`config.mk`:
```
export PLATFORM = sky130hd
export DESIGN_NAME = divider_32x16_seq
export DESIGN_NICKNAME = d
export VERILOG_FILES = /design/src/rtl/alu_div_pkg.sv /design/src/rtl/divider_32x16_seq_div_step.sv /design/src/rtl/divider_32x16_seq.sv
export SDC_FILE = /design/constraint.sdc
export NUM_CORES = 1
export LEC_CHECK = 0
export CAP_MARGIN = 25
export CORE_MARGIN = 5
export CORE_UTILIZATION = 49
export CTS_BUF_LIST = sky130_fd_sc_hd__clkbuf_2
export CTS_CLUSTER_SIZE = 20
export DETAILED_ROUTE_END_ITERATION = 12
export PLACE_DENSITY = 0.79
export SLEW_MARGIN = 20
export SYNTH_ARGS = -nofsm -noshare
export SYNTH_HDL_FRONTEND = slang
export SYNTH_HIERARCHICAL = 1
export SYNTH_SLANG_ARGS = --single-unit
```
`constraint.sdc`:
```
create_clock -name clk -period 3.4 [get_ports clk]
set_clock_uncertainty 0.2 [all_clocks]
set_input_delay 0.68 -clock clk [delete_from_list [all_inputs] [get_ports clk]]
set_output_delay 0.68 -clock clk [all_outputs]
set_load 0.005 [all_outputs]
```
`src/rtl/alu_div_pkg.sv`:
```
// Shared ALU divider definitions: FSM state encoding, default operand width
// and the saturated quotient returned on divide-by-zero or overflow.
package alu_div_pkg;

  typedef enum logic [1:0] {
    IDLE  = 2'd0,
    RUN   = 2'd1,
    FIXUP = 2'd2,
    DONE  = 2'd3
  } div_state_e;

  localparam int DIV_WIDTH = 16;

  localparam logic [DIV_WIDTH-1:0] QUOT_SAT = '1;

endpackage

```
`src/rtl/divider_32x16_seq_div_step.sv`:
```
// One restoring-division iteration: shift the next dividend bit into the
// partial remainder, subtract the divisor when it fits, report the quotient bit.
// The stored partial remainder is always below the divisor, so it fits WIDTH
// bits; only the shifted intermediate needs the extra bit.
module div_step
  import alu_div_pkg::*;
#(
  parameter int WIDTH = DIV_WIDTH
) (
  input  logic [WIDTH-1:0] pr,
  input  logic             din,
  input  logic [WIDTH-1:0] divisor,
  output logic [WIDTH-1:0] pr_next,
  output logic             qbit
);

  logic [WIDTH:0] shifted;

  // Compare/subtract on the shifted partial remainder.
  always_comb begin
    shifted = {pr, din};
    qbit    = (shifted >= {1'b0, divisor});
    pr_next = qbit ? (shifted[WIDTH-1:0] - divisor) : shifted[WIDTH-1:0];
  end

endmodule

```
`src/rtl/divider_32x16_seq.sv`:
```
// Sequential restoring divider, 2*WIDTH-bit dividend by WIDTH-bit divisor,
// one quotient bit per clock. Divide-by-zero and quotient overflow are caught
// at accept time and finish in a single cycle.
// Optional feature macro: DIV_SIGNED_EN adds a signed_op input; signed
// operands are divided as magnitudes and a FIXUP cycle restores the signs
// (truncating division, remainder takes the dividend sign).
module divider_32x16_seq
  import alu_div_pkg::*;
#(
  parameter int WIDTH = DIV_WIDTH
) (
  input  logic               clk,
  input  logic               reset,
  input  logic               start,
  input  logic [2*WIDTH-1:0] dividend,
  input  logic [WIDTH-1:0]   divisor,
`ifdef DIV_SIGNED_EN
  input  logic               signed_op,
`endif
  output logic [WIDTH-1:0]   quotient,
  output logic [WIDTH-1:0]   remainder,
  output logic               busy,
  output logic               done,
  output logic               div_by_zero,
  output logic               overflow
);

  localparam int CW = $clog2(WIDTH);
  // Saturated quotient, all ones at any WIDTH.
  localparam logic [WIDTH-1:0] SAT = {WIDTH{QUOT_SAT[0]}};

  div_state_e         state_q, state_d;
  logic [WIDTH-1:0]   pr_q;
  logic [WIDTH-1:0]   quot_q;
  logic [WIDTH-1:0]   sh_q;
  logic [WIDTH-1:0]   dvs_q;
  logic [CW-1:0]      cnt_q;
  logic               dbz_q, ovf_q;

  logic [2*WIDTH-1:0] mag_a;
  logic [WIDTH-1:0]   mag_b;
  logic               ovf_in;
  logic               accept;
  logic [WIDTH-1:0]   step_pr;
  logic               step_q;

`ifdef DIV_SIGNED_EN
  logic               neg_a, neg_b;
  logic               sgn_q, nq_q, nr_q;
  logic [WIDTH-1:0]   fix_q, fix_r;
  logic               fix_ovf;

  function automatic logic [WIDTH-1:0] neg_w(input logic [WIDTH-1:0] v);
    return ~v + 1'b1;
  endfunction

  function automatic logic [2*WIDTH-1:0] neg_dw(input logic [2*WIDTH-1:0] v);
    return ~v + 1'b1;
  endfunction

  // A negative result may reach -2^(W-1); a positive one only 2^(W-1)-1.
  function automatic logic quot_oflow(input logic [WIDTH-1:0] qm, input logic neg);
    return neg ? (qm > {1'b1, {(WIDTH-1){1'b0}}}) : qm[WIDTH-1];
  endfunction

  // Reduce signed operands to magnitudes before the unsigned iteration.
  always_comb begin
    neg_a = signed_op & dividend[2*WIDTH-1];
    neg_b = signed_op & divisor[WIDTH-1];
    mag_a = neg_a ? neg_dw(dividend) : dividend;
    mag_b = neg_b ? neg_w(divisor) : divisor;
  end

  // Sign restoration and range check applied in the FIXUP cycle.
  always_comb begin
    fix_ovf = quot_oflow(quot_q, nq_q);
    fix_q   = nq_q ? neg_w(quot_q) : quot_q;
    fix_r   = nr_q ? neg_w(pr_q) : pr_q;
  end
`else
  assign mag_a = dividend;
  assign mag_b = divisor;
`endif

  assign accept = start && ((state_q == IDLE) || (state_q == DONE));
  assign ovf_in = (mag_a[2*WIDTH-1:WIDTH] >= mag_b);

  div_step #(.WIDTH(WIDTH)) u_step (
    .pr      (pr_q),
    .din     (sh_q[WIDTH-1]),
    .divisor (dvs_q),
    .pr_next (step_pr),
    .qbit    (step_q)
  );

  // Next-state logic.
  always_comb begin
    state_d = state_q;
    case (state_q)
      IDLE, DONE: begin
        if (start) begin
          if ((divisor == '0) || ovf_in) state_d = DONE;
          else                           state_d = RUN;
        end
      end
      RUN: begin
        if (cnt_q == '0) begin
`ifdef DIV_SIGNED_EN
          state_d = sgn_q ? FIXUP : DONE;
`else
          state_d = DONE;
`endif
        end
      end
      FIXUP:   state_d = DONE;
      default: state_d = IDLE;
    endcase
  end

  // State, result registers and flags; cleared by reset.
  always_ff @(posedge clk) begin
    if (reset) begin
      state_q <= IDLE;
      pr_q    <= '0;
      quot_q  <= '0;
      dbz_q   <= 1'b0;
      ovf_q   <= 1'b0;
    end else begin
      state_q <= state_d;
      case (state_q)
        IDLE, DONE: begin
          if (start) begin
            dbz_q <= 1'b0;
            ovf_q <= 1'b0;
            if (divisor == '0) begin
              dbz_q  <= 1'b1;
              quot_q <= SAT;
              pr_q   <= dividend[WIDTH-1:0];
            end else if (ovf_in) begin
              ovf_q  <= 1'b1;
              quot_q <= SAT;
              pr_q   <= '0;
            end else begin
              quot_q <= '0;
              pr_q   <= mag_a[2*WIDTH-1:WIDTH];
            end
          end
        end
        RUN: begin
          pr_q   <= step_pr;
          quot_q <= {quot_q[WIDTH-2:0], step_q};
        end
`ifdef DIV_SIGNED_EN
        FIXUP: begin
          if (fix_ovf) begin
            ovf_q  <= 1'b1;
            quot_q <= SAT;
            pr_q   <= '0;
          end else begin
            quot_q <= fix_q;
            pr_q   <= fix_r;
          end
        end
`endif
        default: ;
      endcase
    end
  end

  // Operand shift register, divisor and iteration counter; no reset needed.
  always_ff @(posedge clk) begin
    if (accept) begin
      sh_q  <= mag_a[WIDTH-1:0];
      dvs_q <= mag_b;
      cnt_q <= CW'(WIDTH-1);
`ifdef DIV_SIGNED_EN
      sgn_q <= signed_op;
      nq_q  <= neg_a ^ neg_b;
      nr_q  <= neg_a;
`endif
    end else if (state_q == RUN) begin
      sh_q  <= {sh_q[WIDTH-2:0], 1'b0};
      cnt_q <= cnt_q - 1'b1;
    end
  end

  assign quotient    = quot_q;
  assign remainder   = pr_q;
  assign busy        = (state_q == RUN) || (state_q == FIXUP);
  assign done        = (state_q == DONE);
  assign div_by_zero = dbz_q;
  assign overflow    = ovf_q;

endmodule

```
After elaboration in Yosys (flattened, before gate mapping)
Index checks and enable logic that the tools add are counted.
- muxes and demuxes: 18
- equality and inequality tests: 5
- $add $sub $neg: 2
- order comparisons: 2
- reductions and logical operators: 13
- operator list (operator ; number):
    16-bit 2-to-1 mux ; 9
    16-bit one-hot mux with 2 select lines ; 2
    17-bit by 16-bit greater-or-equal comparator with 1-bit output ; 1
    16-bit greater-or-equal comparator ; 1
    16-bit logical NOT ; 1
    16-bit subtractor ; 1
    2-bit 2-to-1 mux ; 3
    2-bit one-hot mux with 3 select lines ; 1
    2-bit AND reduction ; 3
    2-bit equality test, second input constant ; 2
    4-bit logical NOT ; 1
    2-bit inequality test, second input constant ; 2
    2-bit nonzero test ; 2
    4-bit by 1-bit subtractor with 4-bit output, second input constant ; 1
    1-bit logical OR ; 3
    1-bit 2-to-1 mux ; 3
    2-bit by 1-bit equality test with 1-bit output, second input constant ; 1
    2-bit logical NOT ; 1
    2-bit OR reduction ; 1
    1-bit logical AND ; 1
- output and inout bits: 36
- register bits: 72
- bits of input ports: 51
- word-level logic and storage cells: 48

Logic depth before layout (Yosys ltp)
Gate-level depths: netlist of the first run.
- word-level depth: 5
- depth in mapped cells: 14
- mapped depth without buffers: 12

Cells and area by module
The synthesis of the first run kept the hierarchy.
- by module, submodules not included (module ; area an instance (um^2) ; cells each ; times used):
    divider_32x16_seq ; 3482.1 ; 337 ; 1
    div_step ; 1158.6 ; 158 ; 1

Worst setup path before layout of the first run
Ideal clock, no wire load.
- path type: register -> register
- start point: register dvs_q[8]
- end point: register pr_q[10], in the netlist remainder[10]
- path buffers: 1
- period minus slack after synthesis: 3.252 ns
- setup time: 0.122 ns
- setup slack: 0.148 ns
- required time: 3.078 ns
- data arrival time: 2.930 ns
- stages on the path, launching flop included: 14
- cell sequence: edfxtp_1 > inv_1 > ha_1 > a21oi_2 > o21ai_2 > a221o_1 > a221oi_4 > and2_4 > buf_8 > inv_6 > mux2_4 > o21ai_0 > nor2_1 > a221o_1
- word-level cells in the longest chain between the ends: 3
- elaborated cells on any way between the ends: 4
- those cells by class: add/sub (1); order compare (1); mux (2)
- ends and longest elaborated chain (what ; line ; text):
    start, declared ; divider_32x16_seq.sv:36 ; logic [WIDTH-1:0] dvs_q;
    start signal, assigned ; divider_32x16_seq.sv:174 ; dvs_q <= mag_b;
    17-bit by 16-bit greater-or-equal comparator with 1-bit output ; divider_32x16_seq_div_step.sv:22 ; qbit = (shifted >= {1'b0, divisor});
    named net step_q ; divider_32x16_seq.sv:45 ; logic step_q;
    16-bit 2-to-1 mux ; divider_32x16_seq_div_step.sv:23 ; pr_next = qbit ? (shifted[WIDTH-1:0] - divisor) : shifted[WIDTH-1:0];
    named net step_pr[10] ; divider_32x16_seq.sv:44 ; logic [WIDTH-1:0] step_pr;
    16-bit one-hot mux with 2 select lines ; divider_32x16_seq.sv:130 ; case (state_q)
    end signal, assigned ; divider_32x16_seq.sv:138 ; pr_q <= dividend[WIDTH-1:0];
    end signal, assigned ; divider_32x16_seq.sv:145 ; pr_q <= mag_a[2*WIDTH-1:WIDTH];
    end signal, assigned ; divider_32x16_seq.sv:150 ; pr_q <= step_pr;
    end, declared ; divider_32x16_seq.sv:33 ; logic [WIDTH-1:0] pr_q;
The timed path passes the listed nets, and every way through them passes these cells.
A chain may end at the register's enable or synchronous reset.

Worst setup path after layout of the first run
- start point: register dvs_q[10]
- end point: register pr_q[8], in the netlist remainder[8]
The elaborated chain is that of the path after synthesis.

==> impl_metrics.toml, run 1 <==
[finish]
finish.utilization = 0.632
drive_gt1_frac = 0.120
regArea_mm2 = 0.00176
diodes = 0
fin_nets = 673
multiInputGateArea_mm2 = 0.00254
fin_area_mm2 = 0.00584
nFillCells = 756
syn_to_final_growth_pct = 25.7

[detailed_routing]
initialDrtViolationCount = 419
wire_per_inst_um = 18.1
vias = 4185
drt-total-wl_mm = 13.0
dr.pass1.iters = 6
remaining_drc_errors = 0
routed_via_density = 5.81
ant_nets = 0

[sta]
finalMaxSlewViolations = 0
setup_viol = 0
rsz0062_at_grt = "no"
finalHoldViolations = 0
fmaxAchievable_ghz = 0.309
worst_pin_slew_ns = 0.972
min_period_ns = 3.23
slew_headroom = 0.351
fin_crit_sh = 0.951
finalSetupTns_ns = 0

[logic_synthesis]
synth_edf_count = 32
netlist_top_cells_area = "edfxtp_1 21%, dfxtp_1 17%, ha_1 9.4%, inv_1 4.7%, o21ai_0 4.6%"
yosys.area.top_type = "edfxtp_1"
synth_fp_nets = 582
ys.flop_type = "dfxtp_1"
netlist.area_leader.share = 0.207
synth_area_mm2 = 0.00464
ys_types = 61
seq_area_frac_synth = 0.380
syn_inst = 495
synth_area_per_cell_um2 = 9.38
yosys_register_bits = 72
synth_commonest_cells = "58 x inv_1, 43 x o21ai_0, 40 x dfxtp_1, 35 x ha_1, 34 x nor2_1"
yosys_warnings = 6
async_flop_share = 0
yosysMostFrequentCell = "inv_1"

[floorplanning]
die_x_um = 107
die_h_um = 107
coreArea_mm2 = 0.00924
start_util = 0.502
die-area_mm2 = 0.0115
rows = 35
io_pins = 87

[power]
irDropWorstVdd_mv = 0.392
power_frac_seq = 0.356
combPwrFrac = 0.478
leakage_nw = 2.43
power.switching_mw = 1.36
internal-power_mw = 2.20
clock_power_share = 0.166
swShare = 0.382
powerDensity_mw_per_mm2 = 609

[worst_setup_path]
path_cells = "inv_1, ha_1, a21oi_2, o21ai_2, a221o_1, a221oi_4, and2_4, inv_6, mux2_4, o21ai_0, nor2_1, a221o_1"
critPathMaxStageDelay_ns = 0.38
cp.required_ns = 3.65
worst-path-buf-inv = 2
critPathSlowestCell = "edfxtp_1"
crit_type = "register to register"
critPathMostFrequentCell = "a221o_1"
start_kind = "register"
end_kind = "register"
crit_family = "compound AO/OA/AOI/OAI gates"
path_max_fanout = 10
worstPathArrival_ns = 3.49
rrSetupSlack_ns = 0.17

[clocking]
cts_buffers = 9
cts-root-buf = "clkbuf_2"
clk_pin_slew_ns = 0.23
ctsHoldBuffers = 0
clock_path_buffers = 2
cts-htree-levels = 3
cts_tree = "built"
clk_latency_ns = 0.53
clkSinkCount = 72

[global_routing]
grt_max_degree = 33
antenna_found_initial = 0
grt_pass1_wl_mm = 21.2
grt_pass1_vias = 4221
globalRouteOverflowTotal = 0
grt_use_total = 0.234

[placement]
placed_cell_area_mm2 = 0.00568
gp_congestion = 0.894
numPortBuffers = 86
hpwl_mm = 9.92

[status]
status = "completed"

[run]
maxCapViolCount = 0

[hold_path]
hold_path_class = "register to register"
power groups by stage:
stage | Clock (mW) | Sequential, mW | Combinational [mW]
3_3_place_gp | 0 | 1.27 | 1.60
2_1_floorplan | 0 | 1.25 | 1.11
3_5_place_dp | 0 | 1.28 | 1.65
6_report | 0.589 | 1.26 | 1.70
5_1_grt | 0.642 | 1.29 | 1.86
4_1_cts | 0.600 | 1.26 | 1.66
state kept, by name, indices dropped and copies added, names as in the netlist:
signal	count
dvs_q	16
quotient	16
remainder	16
sh_q	16
cnt_q	4
state_q	2
div_by_zero	1
overflow	1
tightest hold or removal path, cell delays in order, from the launching register on:
cell and delay, ns:
dfxtp_1 0.36, nand2_1 0.06, a21oi_1 0.06
final timing paths:
path / to / from / cells past startpoint
min reg2reg: div_by_zero / div_by_zero / 2
max: remainder[8] / dvs_q[10] / 12
max reg2reg: remainder[8] / dvs_q[10] / 12
min: div_by_zero / div_by_zero / 2
cell families after synthesis:
kind of cell	Yosys count	synth area share
compound gates	163	0.253
simple gates	107	0.115
buf+inv	84	0.0741
flops	72	0.380
fa+ha+maj	36	0.0987
mux	23	0.0612
xor+xnor	10	0.0189
final cells by class:
type	instances	share of cell area
clock buffer	10	0.00858
multi-input combinational	339	0.436
tap	129	0.0277
inverter	60	0.0395
sequential	72	0.302
clock inverter	6	0.0159
timing repair buffer	104	0.171
through the flow:
stage / setup slack [ns] / instances / power [mW] / hold WS [ns]
final: 0.168 / 720 / 3.55 / 0.296
after global routing: 0.0193 / 720 / 3.79 / 0.340
after CTS: 0.0504 / 718 / 3.52 / 0.305
after detailed placement: -0.182 / 702 / 2.93 / 0.262
after global placement: -0.109 / 702 / 2.88 / 0.256
after floorplan: 0.148 / 495 / 2.36 / 0.253
layer usage:
layer  track usage  wire length, um  share of wire  vias up
li1              -                -              -     2006
met1         0.291             5330           0.41     1978
met2         0.387             6250           0.48      177
met3        0.0606             1090          0.084       24
met4        0.0941              359          0.028        0
met5             0                0              0        -
cells in the final DEF, fill, tap and decap left out, types with 6 or more instances in the layout:
master and count:
clkdlybuf4s50_1 86, inv_1 58, dfxtp_1 39, o21ai_0 38, ha_1 35, nor2_1 33, edfxtp_1 32, a21oi_1 26
nor3_1 18, buf_4 18, nand2_1 17, a221o_1 17, a22oi_1 16, mux2_2 15, o21ai_1 12, clkbuf_2 10
a21o_1 8, nand3_1 8, o21a_1 7, mux2_4 7, xnor2_1 6
timing repair:
item	CTS	global route
resized for setup	0	6
buffers inserted	0	2
endpoints found under the setup margin	0	6
(Power assumes the default switching activity.)
==> inputs of run 2 (changes only) <==
--- a/config.mk
+++ b/config.mk
@@ -11,6 +11,7 @@
 export CTS_BUF_LIST = sky130_fd_sc_hd__clkbuf_2
 export CTS_CLUSTER_SIZE = 20
 export DETAILED_ROUTE_END_ITERATION = 12
+export HOLD_SLACK_MARGIN = 0.06
 export PLACE_DENSITY = 0.79
 export SLEW_MARGIN = 20
 export SYNTH_ARGS = -nofsm -noshare
==> results of run 2 <==
No change in the layout: final DEF, timing and power equal those of run 1.
